==> src/rtl/mul_pkg.sv <==
// Shared types and defaults for the arbitrated multiplier front end.
// Also holds the round-robin pick rule used by the issue stage.
package mul_pkg;

  localparam int N_DEF     = 8;
  localparam int CNT_W_DEF = 16;
  localparam int STAGES    = 2;

  typedef logic tag_t;

  localparam tag_t TAG_REQ0 = 1'b0;
  localparam tag_t TAG_REQ1 = 1'b1;
  localparam tag_t LAST_RST = TAG_REQ1;

  // Tie goes to whichever requester was not granted last.
  function automatic tag_t rr_pick(input logic v0, input logic v1, input tag_t last);
    tag_t pick;
    if (v0 && v1) begin
      pick = ~last;
    end else if (v1) begin
      pick = TAG_REQ1;
    end else begin
      pick = TAG_REQ0;
    end
    return pick;
  endfunction

endpackage

==> src/rtl/array_mult_core.sv <==
// Purely combinational unsigned N x N array multiplier (full 2N-bit product).
module array_mult_core #(
  parameter int N = 8
) (
  input  logic [N-1:0]   a,
  input  logic [N-1:0]   b,
  output logic [2*N-1:0] m
);

  // Sum of shifted partial products, one row per multiplier bit.
  always_comb begin
    m = {(2*N){1'b0}};
    for (int i = 0; i < N; i++) begin
      if (b[i]) begin
        m = m + ({{N{1'b0}}, a} << i);
      end else begin
        m = m + {(2*N){1'b0}};
      end
    end
  end

endmodule

==> src/rtl/mul_share_ctrl.sv <==
// Two-requester round-robin front end around one shared array multiplier.
// Issue register -> array -> product register; product returned to its issuer.
module mul_share_ctrl
  import mul_pkg::*;
#(
  parameter int N     = N_DEF,
  parameter int CNT_W = CNT_W_DEF
) (
  input  logic             clk,
  input  logic             rst,
  input  logic             req0_valid,
  input  logic [N-1:0]     req0_a,
  input  logic [N-1:0]     req0_b,
  output logic             req0_ready,
  input  logic             req1_valid,
  input  logic [N-1:0]     req1_a,
  input  logic [N-1:0]     req1_b,
  output logic             req1_ready,
  output logic             resp0_valid,
  output logic [2*N-1:0]   resp0_m,
  output logic             resp1_valid,
  output logic [2*N-1:0]   resp1_m,
  output logic             busy,
  output logic [CNT_W-1:0] ops_done
);

  logic             gnt_vld_s;
  tag_t             gnt_tag_s;
  logic [N-1:0]     gnt_a_s;
  logic [N-1:0]     gnt_b_s;
  logic [2*N-1:0]   mul_m_s;

  tag_t             last_r;
  logic             s1_vld_r;
  tag_t             s1_tag_r;
  logic [N-1:0]     s1_a_r;
  logic [N-1:0]     s1_b_r;
  logic             s2_vld_r;
  logic             resp0_vld_r;
  logic             resp1_vld_r;
  logic [2*N-1:0]   s2_m_r;
  logic [CNT_W-1:0] ops_r;

  // Grant selection and operand mux; nothing is granted while reset is held.
  always_comb begin
    gnt_vld_s = 1'b0;
    gnt_tag_s = TAG_REQ0;
    if (rst) begin
      gnt_vld_s = 1'b0;
    end else begin
      gnt_vld_s = req0_valid | req1_valid;
      gnt_tag_s = rr_pick(req0_valid, req1_valid, last_r);
    end
    if (gnt_tag_s == TAG_REQ1) begin
      gnt_a_s = req1_a;
      gnt_b_s = req1_b;
    end else begin
      gnt_a_s = req0_a;
      gnt_b_s = req0_b;
    end
  end

  assign req0_ready = gnt_vld_s && (gnt_tag_s == TAG_REQ0);
  assign req1_ready = gnt_vld_s && (gnt_tag_s == TAG_REQ1);

  array_mult_core #(.N(N)) u_core (
    .a (s1_a_r),
    .b (s1_b_r),
    .m (mul_m_s)
  );

  // Issue stage, product stage, fairness pointer and completion counter.
  always_ff @(posedge clk or posedge rst) begin
    if (rst) begin
      last_r      <= LAST_RST;
      s1_vld_r    <= 1'b0;
      s1_tag_r    <= TAG_REQ0;
      s1_a_r      <= {N{1'b0}};
      s1_b_r      <= {N{1'b0}};
      s2_vld_r    <= 1'b0;
      resp0_vld_r <= 1'b0;
      resp1_vld_r <= 1'b0;
      s2_m_r      <= {(2*N){1'b0}};
      ops_r       <= {CNT_W{1'b0}};
    end else begin
      if (gnt_vld_s) begin
        last_r   <= gnt_tag_s;
        s1_tag_r <= gnt_tag_s;
        s1_a_r   <= gnt_a_s;
        s1_b_r   <= gnt_b_s;
      end
      s1_vld_r    <= gnt_vld_s;
      s2_vld_r    <= s1_vld_r;
      resp0_vld_r <= s1_vld_r && (s1_tag_r == TAG_REQ0);
      resp1_vld_r <= s1_vld_r && (s1_tag_r == TAG_REQ1);
      s2_m_r      <= mul_m_s;
      if (s2_vld_r) begin
        ops_r <= ops_r + {{(CNT_W-1){1'b0}}, 1'b1};
      end
    end
  end

  assign resp0_valid = resp0_vld_r;
  assign resp1_valid = resp1_vld_r;
  assign resp0_m     = s2_m_r;
  assign resp1_m     = s2_m_r;
  assign busy        = s1_vld_r | s2_vld_r;
  assign ops_done    = ops_r;

endmodule

==> config.mk <==
export PLATFORM = sky130hd
export DESIGN_NAME = mul_share_ctrl
export DESIGN_NICKNAME = d
export VERILOG_FILES = /design/src/rtl/mul_pkg.sv /design/src/rtl/array_mult_core.sv /design/src/rtl/mul_share_ctrl.sv
export SDC_FILE = /design/constraint.sdc
export NUM_CORES = 1
export LEC_CHECK = 0
export ABC_CLOCK_PERIOD_IN_PS = 10400
export CORE_UTILIZATION = 55
export DETAILED_ROUTE_END_ITERATION = 12
export PLACE_DENSITY_LB_ADDON = 0.08
export SLEW_MARGIN = 0
export SYNTH_ARGS = -nofsm -noshare
export SYNTH_HDL_FRONTEND = slang
export SYNTH_HIERARCHICAL = 1
export SYNTH_SLANG_ARGS = --single-unit
==> constraint.sdc <==
create_clock -name clk -period 10.4 [get_ports clk]
set_input_delay 3.12 -clock clk [delete_from_list [all_inputs] [get_ports clk]]
set_output_delay 3.12 -clock clk [all_outputs]
set_load 0.05 [all_outputs]
==> impl_metrics.ini <==
[synth]
synthMuxAreaShare_pct = 4.25
synth_cell_types = 67
async_flop_share_pct = 100
synthSimpleGateAreaFrac_pct = 17.0
yosys_warnings = 6
synth_top_family_by_area = compound AO/OA/AOI/OAI gates
synth_enable_flop_cells = 0
syn_area_um2 = 5480
ys_seq_elements = 54
synth_compound_area_share_pct = 23.7
dominantRegCellSynth = dfrtp_1
synthAdderAreaFrac_pct = 16.7
syn_avg_cell_area_um2 = 8.69
ys_seq_area_share_pct = 24.7
synth_nets = 735
netlist_instances = 630
synth_xor_area_share_pct = 7.04

[finish]
final_cell_mix = clkdlybuf4s50_1, ha_1, dfrtp_1, nand2_1, a21oi_1
final_common_cell = clkdlybuf4s50_1
drive_gt1_share_pct = 6.74
n_fill_cell = 816
area_delta_synth_final_pct = 18.2
nets = 801
multi_input_area_um2 = 3770
seq_area_um2 = 1350
diodes = 0

[grt]
antenna_found_initial = 0
grt_usage_pct = 28.3
grt_max_degree = 32
grt_pass1_vias = 4814
overflow = 0
grt_pass1_wl_um = 23000

[timing]
rsz0062_at_grt = false
tightest_slew_ns = 0.820
finalCritPeriodShare_pct = 94.2
setup-tns-final_ns = 0
fmax_mhz = 102
setup_violations = 0
relSlewSlack_pct = 43.9
finClkSkew_ns = 0.0131
hold_viol_final = 0
drv_slew = 0
fin_crit_ns = 9.80

[floorplan]
rows = 36
ios = 89
fp.coreArea_um2 = 9730
fp.dieArea_um2 = 10400
die_h_um = 102
fp.dieW_um = 102
start_util_pct = 56.3

[routing]
drt_iter0_drc = 193
ant_nets = 0
drc = 0
via_per_inst = 6.00
avgRoutedWirePerCell_um = 17.1
totalWireLength_um = 14200
dr.pass1.iters = 4
vias = 4980

[pwr]
p_leak_uw = 0.00300
peakVddDrop_mv = 0.137
powerDensity_nw_per_um2 = 301
p_total_uw = 1950

[worst_setup_path]
arrival_ns = 10.02
cpPeakStageDelay_ns = 0.63
required_ns = 10.62
timing.rr.start = s1_a_r[1]
worstSetupPathType = register to register
cpMostUsedCell = ha_1
crit_path_start = s1_a_r[1]
critical_path.top_delay_family = compound AO/OA/AOI/OAI gates
worst-path-buf-inv = 5
crit_slowest_cell = dfrtp_1
start_kind = register
endpoint_kind = register
critPathMaxFanout = 11

[min_path]
hold_path_class = register to register
min_from = s1_tag_r

[clock_tree]
clock_sinks = 54
htree_levels = 2
cts_tree = yes
cts.reportedPaths.clkPinSlew_ns = 0.10
post-cts-setup-buffer-count = 0
clockRootBuffer = clkbuf_8
numCtsBuffers = 5
clk-insertion-delay-late_ns = 0.31
clock_path_buffers = 2
cts_resized = 0
cts_hold_buf = 0

[job]
maxCapViolations = 0

[placed_design]
port_buffers = 88
routabilityCongestion = 0.924
dp_hpwl_um = 11100

[outcome]
outcome = completed
-- routing by layer --
metal	vias to the layer above	wire, um	track usage, %
met5	-	0	0
met1	2407	6280	37.8
met4	0	353	9.36
met2	153	6840	47.9
li1	2397	-	-
met3	23	677	2.97
-- cells by family after synthesis --
logic type / count (synthesis)
adder cells (fa/ha/maj): 69
AND/OR/NAND/NOR: 177
AO/OA/AOI/OAI: 189
multiplexers: 21
XOR/XNOR: 44
buffers and inverters: 76
flip-flops: 54
-- power breakdown --
group | leakage, uW | switching, uW | internal [uW]
combinational | 0.00227 | 853 | 609
sequential | 0.000678 | 80.7 | 263
clock | 0.0000585 | 69.9 | 72.3
total | 0.00300 | 1000 | 944
-- layout make-up --
cell class / instances / share of cell area (%)
clock buffers: 5 / 1.06
clock inverters: 3 / 0.677
inverters: 43 / 2.49
multi-input cells: 500 / 58.2
flip-flops and latches: 54 / 20.9
well taps: 133 / 2.57
repair buffers: 92 / 14.1
-- worst register-to-register path, delay by kind of cell (launching register included) --
family,cells,cell delay [ns]
xor+xnor,3,0.42
fa+ha+maj,8,2.61
flops,1,0.63
buf+inv,5,0.48
simple gates,9,1.43
mux,1,0.30
compound gates,20,3.88
-- flip-flops by register name, indices dropped and copies added, names as in the netlist --
signal,flops
last_r,1
ops_done,16
resp0_m,16
resp0_valid,1
resp1_valid,1
s1_a_r,8
s1_b_r,8
s1_tag_r,1
s1_vld_r,1
s2_vld_r,1
-- per-stage QoR --
step                setup WS (ns)  hold WS (ns)  area (um2)  utilization, %  std cells
finish                      0.599         0.454        6470            66.5        830
global route               0.0512         0.475        6470            66.5        830
CTS                         0.712         0.454        6470            66.5        830
detailed placement          0.783         0.427        6360            65.4        822
global placement             1.15         0.407        6360            65.4        822
floorplan                    2.26         0.372        5480               -        630
-- cell usage after synthesis, drive strengths merged, types with 6 or more instances --
master  count  area, um2
dfrtp      53       1330
nor3       17       90.1
inv        42        158
o21ai      38        190
a221o       9       90.1
a22oi      13       97.6
xnor2      28        245
o21bai      9       71.3
nor2b      15        101
o21a       15        113
and3       14       93.8
a31oi      11       68.8
buf        23        156
mux2       12        143
ha         62        776
fa          7        140
nand4       7       73.8
a21o       16        121
a21oi      41        209
xor2       16        140
and2       12       75.1
nor2       37        139
o211ai      6       50.1
clkbuf     10       37.5
nand2      49        184
mux2i       9       90.1
-- path summary, 6_finish.rpt --
path	end	slack [ns]	depth (start not counted)
worst max-delay path	resp0_m[14]	0.60	46
worst min-delay path	resp0_valid	0.45	1
worst max register to register	resp0_m[14]	0.60	46
worst min register to register	resp0_valid	0.45	1
max in group asynchronous	resp0_m[5]	6.36	3
min in group asynchronous	s1_a_r[0]	3.23	2
Power figures use the tool's default switching activity.
